--- src/rtl/serial_mag_comp_if.sv ---
// rtl/serial_mag_comp_if.sv - request/result bundle between a requester and the serial comparator
interface serial_mag_comp_if #(
  parameter int WIDTH = 8
) ();
  logic             start;
  logic [WIDTH-1:0] a;
  logic [WIDTH-1:0] b;
  logic             busy;
  logic             done;
  logic             more;
  logic             less;
  logic             equal;

  modport master (
    output start, a, b,
    input  busy, done, more, less, equal
  );

  modport slave (
    input  start, a, b,
    output busy, done, more, less, equal
  );
endinterface

--- src/rtl/serial_mag_comp.sv ---
// rtl/serial_mag_comp.sv - MSB-first, two-bits-per-cycle unsigned magnitude comparator
module serial_mag_comp #(
  parameter int WIDTH = 8
) (
  input  logic               clk,
  input  logic               rst,
  serial_mag_comp_if.slave   cmp
);
  localparam int NSLICE = WIDTH / 2;
  localparam int CW     = $clog2(NSLICE + 1);

  if ((WIDTH % 2) != 0 || WIDTH < 2) begin : g_width_check
    $error("serial_mag_comp: WIDTH must be even and >= 2");
  end

  typedef enum logic [1:0] {
    IDLE    = 2'd0,
    COMPARE = 2'd1,
    DONE    = 2'd2
  } state_t;

  state_t           state_q, state_d;
  logic [WIDTH-1:0] sa_q, sa_d;
  logic [WIDTH-1:0] sb_q, sb_d;
  logic [CW-1:0]    cnt_q, cnt_d;
  logic             more_q, more_d;
  logic             less_q, less_d;
  logic             equal_q, equal_d;
  logic             done_q, done_d;

  logic             s_more, s_less, s_eq;

  // 2-bit comparator cell: returns {more, less, equal}, exactly one bit set
  function automatic logic [2:0] slice_cmp(input logic [1:0] x, input logic [1:0] y);
    if (x > y)      return 3'b100;
    else if (x < y) return 3'b010;
    else            return 3'b001;
  endfunction

  assign {s_more, s_less, s_eq} = slice_cmp(sa_q[WIDTH-1 -: 2], sb_q[WIDTH-1 -: 2]);

  always_ff @(posedge clk or posedge rst) begin
    if (rst) begin
      state_q <= IDLE;
      sa_q    <= '0;
      sb_q    <= '0;
      cnt_q   <= '0;
      more_q  <= 1'b0;
      less_q  <= 1'b0;
      equal_q <= 1'b0;
      done_q  <= 1'b0;
    end else begin
      state_q <= state_d;
      sa_q    <= sa_d;
      sb_q    <= sb_d;
      cnt_q   <= cnt_d;
      more_q  <= more_d;
      less_q  <= less_d;
      equal_q <= equal_d;
      done_q  <= done_d;
    end
  end

  always_comb begin
    state_d = state_q;
    sa_d    = sa_q;
    sb_d    = sb_q;
    cnt_d   = cnt_q;
    more_d  = more_q;
    less_d  = less_q;
    equal_d = equal_q;
    done_d  = 1'b0;

    unique case (state_q)
      IDLE: begin
        if (cmp.start) begin
          sa_d    = cmp.a;
          sb_d    = cmp.b;
          cnt_d   = CW'(NSLICE);
          more_d  = 1'b0;
          less_d  = 1'b0;
          equal_d = 1'b0;
          state_d = COMPARE;
        end
      end

      COMPARE: begin
        if (s_more) begin
          more_d  = 1'b1;
          done_d  = 1'b1;
          state_d = DONE;
        end else if (s_less) begin
          less_d  = 1'b1;
          done_d  = 1'b1;
          state_d = DONE;
        end else if (cnt_q == CW'(1)) begin
          equal_d = 1'b1;
          done_d  = 1'b1;
          state_d = DONE;
        end else begin
          // Equal slice so far: bring the next lower slice into the top bits
          sa_d    = sa_q << 2;
          sb_d    = sb_q << 2;
          cnt_d   = cnt_q - CW'(1);
        end
      end

      DONE: begin
        state_d = IDLE;
      end

      default: begin
        state_d = IDLE;
      end
    endcase
  end

  assign cmp.busy  = (state_q != IDLE);
  assign cmp.done  = done_q;
  assign cmp.more  = more_q;
  assign cmp.less  = less_q;
  assign cmp.equal = equal_q;
endmodule

--- src/flat_wrapper.sv ---
// flat-port wrapper written by rule: the top's interface ports become plain ports
module serial_mag_comp_flat 
#(
  parameter int WIDTH = 8
)
  (clk, rst, cmp_start, cmp_a, cmp_b, cmp_busy, cmp_done, cmp_more, cmp_less, cmp_equal);
  serial_mag_comp_if #(.WIDTH(WIDTH)) cmp_i ();
  input  logic clk;
  input  logic rst;
  input wire logic [$bits(cmp_i.start)-1:0] cmp_start;
  input wire logic [$bits(cmp_i.a)-1:0] cmp_a;
  input wire logic [$bits(cmp_i.b)-1:0] cmp_b;
  output wire logic [$bits(cmp_i.busy)-1:0] cmp_busy;
  output wire logic [$bits(cmp_i.done)-1:0] cmp_done;
  output wire logic [$bits(cmp_i.more)-1:0] cmp_more;
  output wire logic [$bits(cmp_i.less)-1:0] cmp_less;
  output wire logic [$bits(cmp_i.equal)-1:0] cmp_equal;
  assign cmp_i.start = cmp_start;
  assign cmp_i.a = cmp_a;
  assign cmp_i.b = cmp_b;
  assign cmp_busy = cmp_i.busy;
  assign cmp_done = cmp_i.done;
  assign cmp_more = cmp_i.more;
  assign cmp_less = cmp_i.less;
  assign cmp_equal = cmp_i.equal;
  serial_mag_comp #(.WIDTH(WIDTH)) u_core (.clk(clk), .rst(rst), .cmp(cmp_i));
endmodule
--- config.mk ---
export PLATFORM = sky130hd
export DESIGN_NAME = serial_mag_comp_flat
export DESIGN_NICKNAME = d
export VERILOG_FILES = /design/src/rtl/serial_mag_comp_if.sv /design/src/rtl/serial_mag_comp.sv /design/src/flat_wrapper.sv
export SDC_FILE = /design/constraint.sdc
export NUM_CORES = 1
export LEC_CHECK = 0
export ABC_AREA = 1
export CAP_MARGIN = 20
export CORE_AREA = 2 2 53 55
export DETAILED_ROUTE_END_ITERATION = 10
export DIE_AREA = 0 0 55 57
export PLACE_DENSITY_LB_ADDON = 0.2
export SLEW_MARGIN = 20
export SYNTH_ARGS = -nofsm -noshare
export SYNTH_HDL_FRONTEND = slang
export SYNTH_SLANG_ARGS = --single-unit
--- constraint.sdc ---
create_clock -name clk -period 1.8 [get_ports clk]
set_input_delay 0.45 -clock clk [delete_from_list [all_inputs] [get_ports clk]]
set_output_delay 0.45 -clock clk [all_outputs]
set_load 0.01 [all_outputs]
# Word-level counts from Yosys, hierarchy flattened
# Index checks and enable logic that the tools add are counted.
word_totals:
  mem_bits_rw: 0
  latchBits: 0
  output_inout_bits: 5
  ff_bits: 25
  rom_bits: 0
  mem_count: 0
classes:
  n_shift: 0
  n_eq_ne: 10
  n_mul: 0
  order_cmp: 2
  n_div: 0
  bitwise: 0
  reduce_logical: 8
  add_sub_neg: 1
  mux: 36
ops:
  columns: ["operator", "n"]
  rows:
  - ["2-to-1 mux 8 bit", 8]
  - ["case mux 8 bit (2 select lines)", 2]
  - ["2-to-1 mux 3 bit", 5]
  - ["2-to-1 mux 1 bit", 11]
  - ["2-to-1 mux 2 bit", 5]
  - ["AND reduction 5 bit", 2]
  - ["!= test 2 bit, second input constant", 4]
  - ["!= test 2 x 1 -> 1 bit, second input constant", 3]
  - ["case mux 1 bit (2 select lines)", 3]
  - ["case mux 3 bit (2 select lines)", 1]
  - ["!= test 4 x 1 -> 1 bit, second input constant", 1]
  - ["case mux 2 bit (2 select lines)", 1]
  - ["AND reduction 4 bit", 1]
  - ["nonzero test 2 bit", 2]
  - ["equality test 3 x 1 -> 1 bit, second input constant", 1]
  - ["AND reduction 3 bit", 1]
  - ["subtractor 3 x 1 -> 3 bit, second input constant", 1]
  - ["equality test 2 x 1 -> 1 bit, second input constant", 1]
  - ["greater-than comparator 2 bit", 1]
  - ["zero test 2 bit", 1]
  - ["less-than comparator 2 bit", 1]
  - ["AND reduction 2 bit", 1]

# Longest topological paths before layout
# Gate-level depths: netlist of the first run.
logic_depth:
  depth_word: 6
  mapped_depth: 10

# Worst setup path after synthesis of the first run
# Ideal clock, no wire load.
synth_path:
  kind: "flip-flop to flip-flop"
  start: "reg u_core.sa_q[7]"
  end: "reg u_core.cnt_q[2]"
  setup_slack_ps: 427
  required_ps: 1684
  path_buffers: 2
  stages_incl_launch_ff: 9
  synth_period_minus_slack_ps: 1373
  arrival_ps: 1257
  setup_ps: 116
  path_cell_list: "dfrtp_1 > ha_1 > nand2_1 > nand2_1 > nand3_2 > buf_6 > buf_6 > nand3_1 > nand2_1"
synth_between:
  elab_chain_len: 5
  elab_cells_between_ends: 7
  cone_classes: "order compare: 2; eq/ne: 2; mux: 2; reduce/logical: 1"
synth_rtl:
  columns: ["element", "line_no", "text"]
  rows:
  - ["start: declaration", "serial_mag_comp.sv:23", "logic [WIDTH-1:0] sa_q, sa_d;"]
  - ["start signal: assignment", "serial_mag_comp.sv:45", "sa_q <= '0;"]
  - ["start signal: assignment", "serial_mag_comp.sv:54", "sa_q <= sa_d;"]
  - ["less-than comparator 2 bit", "serial_mag_comp.sv:36", "else if (x < y) return 3'b010;"]
  - ["2-to-1 mux 2 bit", "serial_mag_comp.sv:36", null]
  - ["2-to-1 mux 3 bit (*)", "serial_mag_comp.sv:35", "if (x > y) return 3'b100;"]
  - ["!= test 2 bit (no line)", null, null]
  - ["AND reduction 5 bit (no line) (*)", null, null]
  - ["end signal: assignment", "serial_mag_comp.sv:56", "cnt_q <= cnt_d;"]
  - ["end: declaration", "serial_mag_comp.sv:25", "logic [CW-1:0] cnt_q, cnt_d;"]
# Every way passes the cells marked *; elsewhere a longest branch is shown, timed or not.
# A chain may end at the register's enable or synchronous reset.

# Worst setup path after layout of the first run
layout_path:
  start: "reg u_core.more_q, in the netlist u_core.cmp.more"
  end: "out cmp_more"
layout_lines:
  columns: ["element", "line_no", "text"]
  rows:
  - ["start: declaration", "serial_mag_comp.sv:26", "logic more_q, more_d;"]
  - ["start signal: assignment", "serial_mag_comp.sv:57", "more_q <= more_d;"]
  - ["end: declaration", "flat_wrapper.sv:15", "output wire logic [$bits(cmp_i.more)-1:0] cmp_more;"]
# No word-level cell between the ends.

==> results of run 1 <==
-- state kept, by name, indices dropped and copies added (netlist names) --
| register | flops |
|---|---|
| u_core.sa_q | 8 |
| u_core.cmp.more | 1 |
| u_core.cmp.equal | 1 |
| u_core.cmp.done | 1 |
| u_core.cnt_q | 3 |
| u_core.sb_q | 8 |
| u_core.cmp.less | 1 |
| u_core.state_q | 2 |
-- per-layer routing --
metal	global-route usage, %	wire, µm	part of all wire, %
met5	0	0	0
met4	5.92	15	0.61
met3	2.88	91	3.7
met2	31.3	1220	50
met1	21.4	1120	46
-- final timing paths --
| path | depth (start not counted) | start | end | slack, ns |
|---|---|---|---|---|
| setup / recovery | 1 | u_core.cmp.more$_DFFE_PP0P_ | cmp_more | 0.12 |
| hold / removal | 3 | rst | u_core.sb_q[3]$_DFFE_PP0P_ | 0.45 |
| setup reg to reg | 8 | u_core.sb_q[7]$_DFFE_PP0P_ | u_core.cnt_q[0]$_DFFE_PP0P_ | 0.19 |
| hold reg to reg | 2 | u_core.cmp.equal$_DFFE_PP0P_ | u_core.cmp.equal$_DFFE_PP0P_ | 0.50 |
| max in group asynchronous | 3 | rst | u_core.sa_q[5]$_DFFE_PP0P_ | 1.09 |
| min in group clk | 2 | u_core.cmp.equal$_DFFE_PP0P_ | u_core.cmp.equal$_DFFE_PP0P_ | 0.50 |
-- metrics by stage --
step                      hold slack, ns  total power [mW]  instances  instance area (µm²)  utilization [%]
after floorplan                    0.469              1.82        168                 1270                -
after global placement             0.466              2.07        219                 1520             58.0
after detailed placement           0.472              2.12        219                 1520             58.0
after CTS                          0.454              2.37        223                 1550             59.1
after global routing               0.506              2.57        223                 1550             59.1
final                              0.452              2.33        223                 1550             59.1
-- power groups by stage --
stage | clock [mW] | combinational [mW] | sequential, mW
3_5_place_dp | 0 | 1.15 | 0.966
6_report | 0.248 | 1.13 | 0.953
3_3_place_gp | 0 | 1.12 | 0.955
5_1_grt | 0.279 | 1.31 | 0.983
2_1_floorplan | 0 | 0.877 | 0.944
4_1_cts | 0.265 | 1.15 | 0.954
-- kinds of logic after synthesis --
logic type	Yosys count	synth area share, %
simple gates	113	36.3
flops	25	49.1
buf+inv	22	8.83
fa+ha+maj	4	3.93
compound gates	3	1.18
xor+xnor	1	0.687
-- cell usage after synthesis (all sizes together) --
master and n:
o21ai 3, nor2 5, nand2 87, buf 7, inv 15, dfrtp 25
ha 4, nand3 21, xnor2 1
-- final cells by class --
class	instances	area (µm²)
clock buffers	3	22.5
fillers	263	1070
inverters	15	56.3
multi-input cells	121	539
flip-flops and latches	25	626
well taps	31	38.8
clock inverters	1	5.00
repair buffers	27	259
-- what timing repair did --
item	CTS	global route
hold buffers	0	0
endpoints found under the hold margin	0	0
setup endpoints to repair	1	0
gates resized for setup	2	0
setup buffers	0	0
==> impl_results.md, run 1 <==
- Pwr Density: 1510 nW/µm²
- Worst Path Buf+Inv: 1
- Most common cell after layout, fill and taps aside: nand2_1
- Biggest cell delay along the critical path: 0.53 ns
- Placement Setup Slack: 0.209 ns
- Critical Path End Type: output port
- Vias in the first global route: 1,039
- Max Slew Vio Count: 0
- Setup violators final: 0
- Worst slew pin tran: 0.493 ns
- Grt total ovfl: 0
- HP Class: in2async
- Syn Area/Cell: 7.59 µm²
- Post-DR vias/cell: 4.90
- Hold Fails Final Rpt: 0
- Seq/Total Area, Yosys: 49.1%
- CP Launch Type: flop
- Global-route wire length before repair: 4140 µm
- Max FO, Critical Path: 2
- Drt pass-1 iters: 4
- Vias: 1,092
- DIE HEIGHT: 57 µm
- Commonest non-fill, non-tap cells in the layout: nand2_1 (85), dfrtp_1 (25), clkdlybuf4s50_1 (22)
- Post-synthesis cell count: 168
- Clock transition at path regs: 0.14 ns
- Switching portion of total power: 42.6%
- Critical Path, Cell by Cell: clkdlybuf4s50_1
- Synth top area share: 49.1%
- Pleak: 0.856 nW
- Seq pwr share: 40.8%
- RSZ-0062 raised after global routing: false
- CTS max path bufs: 2
- FF+latch count, synth: 25
- Tmin final: 1.68 ns
- GPL Wtd Cong: 0.758
- Status: completed
- Synth Cell Area: 1270 µm²
- Initial core utilization: 48.8%
- Die area: 3140 µm²
- Initial antenna violation count: 0
- Area Overhead vs Synth: 21.3%
- Setup TNS: 0 ns
- Worst EP arrival: 1.23 ns
- Number of I/O pins: 24
- Synth Warn #: 0
- Fmax: 0.596 GHz
- CP max stage cell: clkdlybuf4s50_1
- Final net count: 216
- Root Driver: clkbuf_4
- Slew headroom: 67.1%
- Number of DRC markers in iteration 0: 6
- Drt drc: 0
- Critical Path RT: 1.35 ns
- Pin count of the biggest net entering global routing: 26
- Layout cells sized above 1: 7.29%
- Clock Sink Count: 25
- Critical path's top delay family: buffers and inverters
- Diodes inserted: 0
- Core area: 2620 µm²
- WL per Instance: 11.0 µm
- Die width: 55 µm
- H-tree level count: 1
- Power share of the clock group: 10.6%
- Internal power: 1.34 mW
- MaxCap Viol Count: 0
- Synth unique cells: 15
- Worst setup margin: 0.123 ns
- Comb power frac: 48.5%
- Clock Latency Late Sink: 0.32 ns
- Num rows: 19
- Total Routing Usage GR: 17.8%
- Cells taking the most area after synthesis: dfrtp_1 (49%), nand2_1 (25%), nand3_1 (7.9%)
- Syn Nets: 191
- Psw: 0.994 mW
- PortBufs: 23
- Antenna viol nets, final: 0
- HPWL Detailed: 1700 µm
- Final WL: 2450 µm
- Worst-case vdd ir drop: 787 µV
- CTS buffer count: 3
- Layout Skew: 0.0107 ns
- CTS tree: done
- Cell taking the most area after synthesis: dfrtp_1
- CP Class: reg2out
- Fin crit share: 93.2%
No activity file was read; power rests on OpenSTA's default activity.
==> inputs of run 2 (changes only) <==
- CTS_CLUSTER_SIZE: unset -> 16
==> results of run 2 <==
The final DEF is identical to that of run 1; final timing and power are the same.
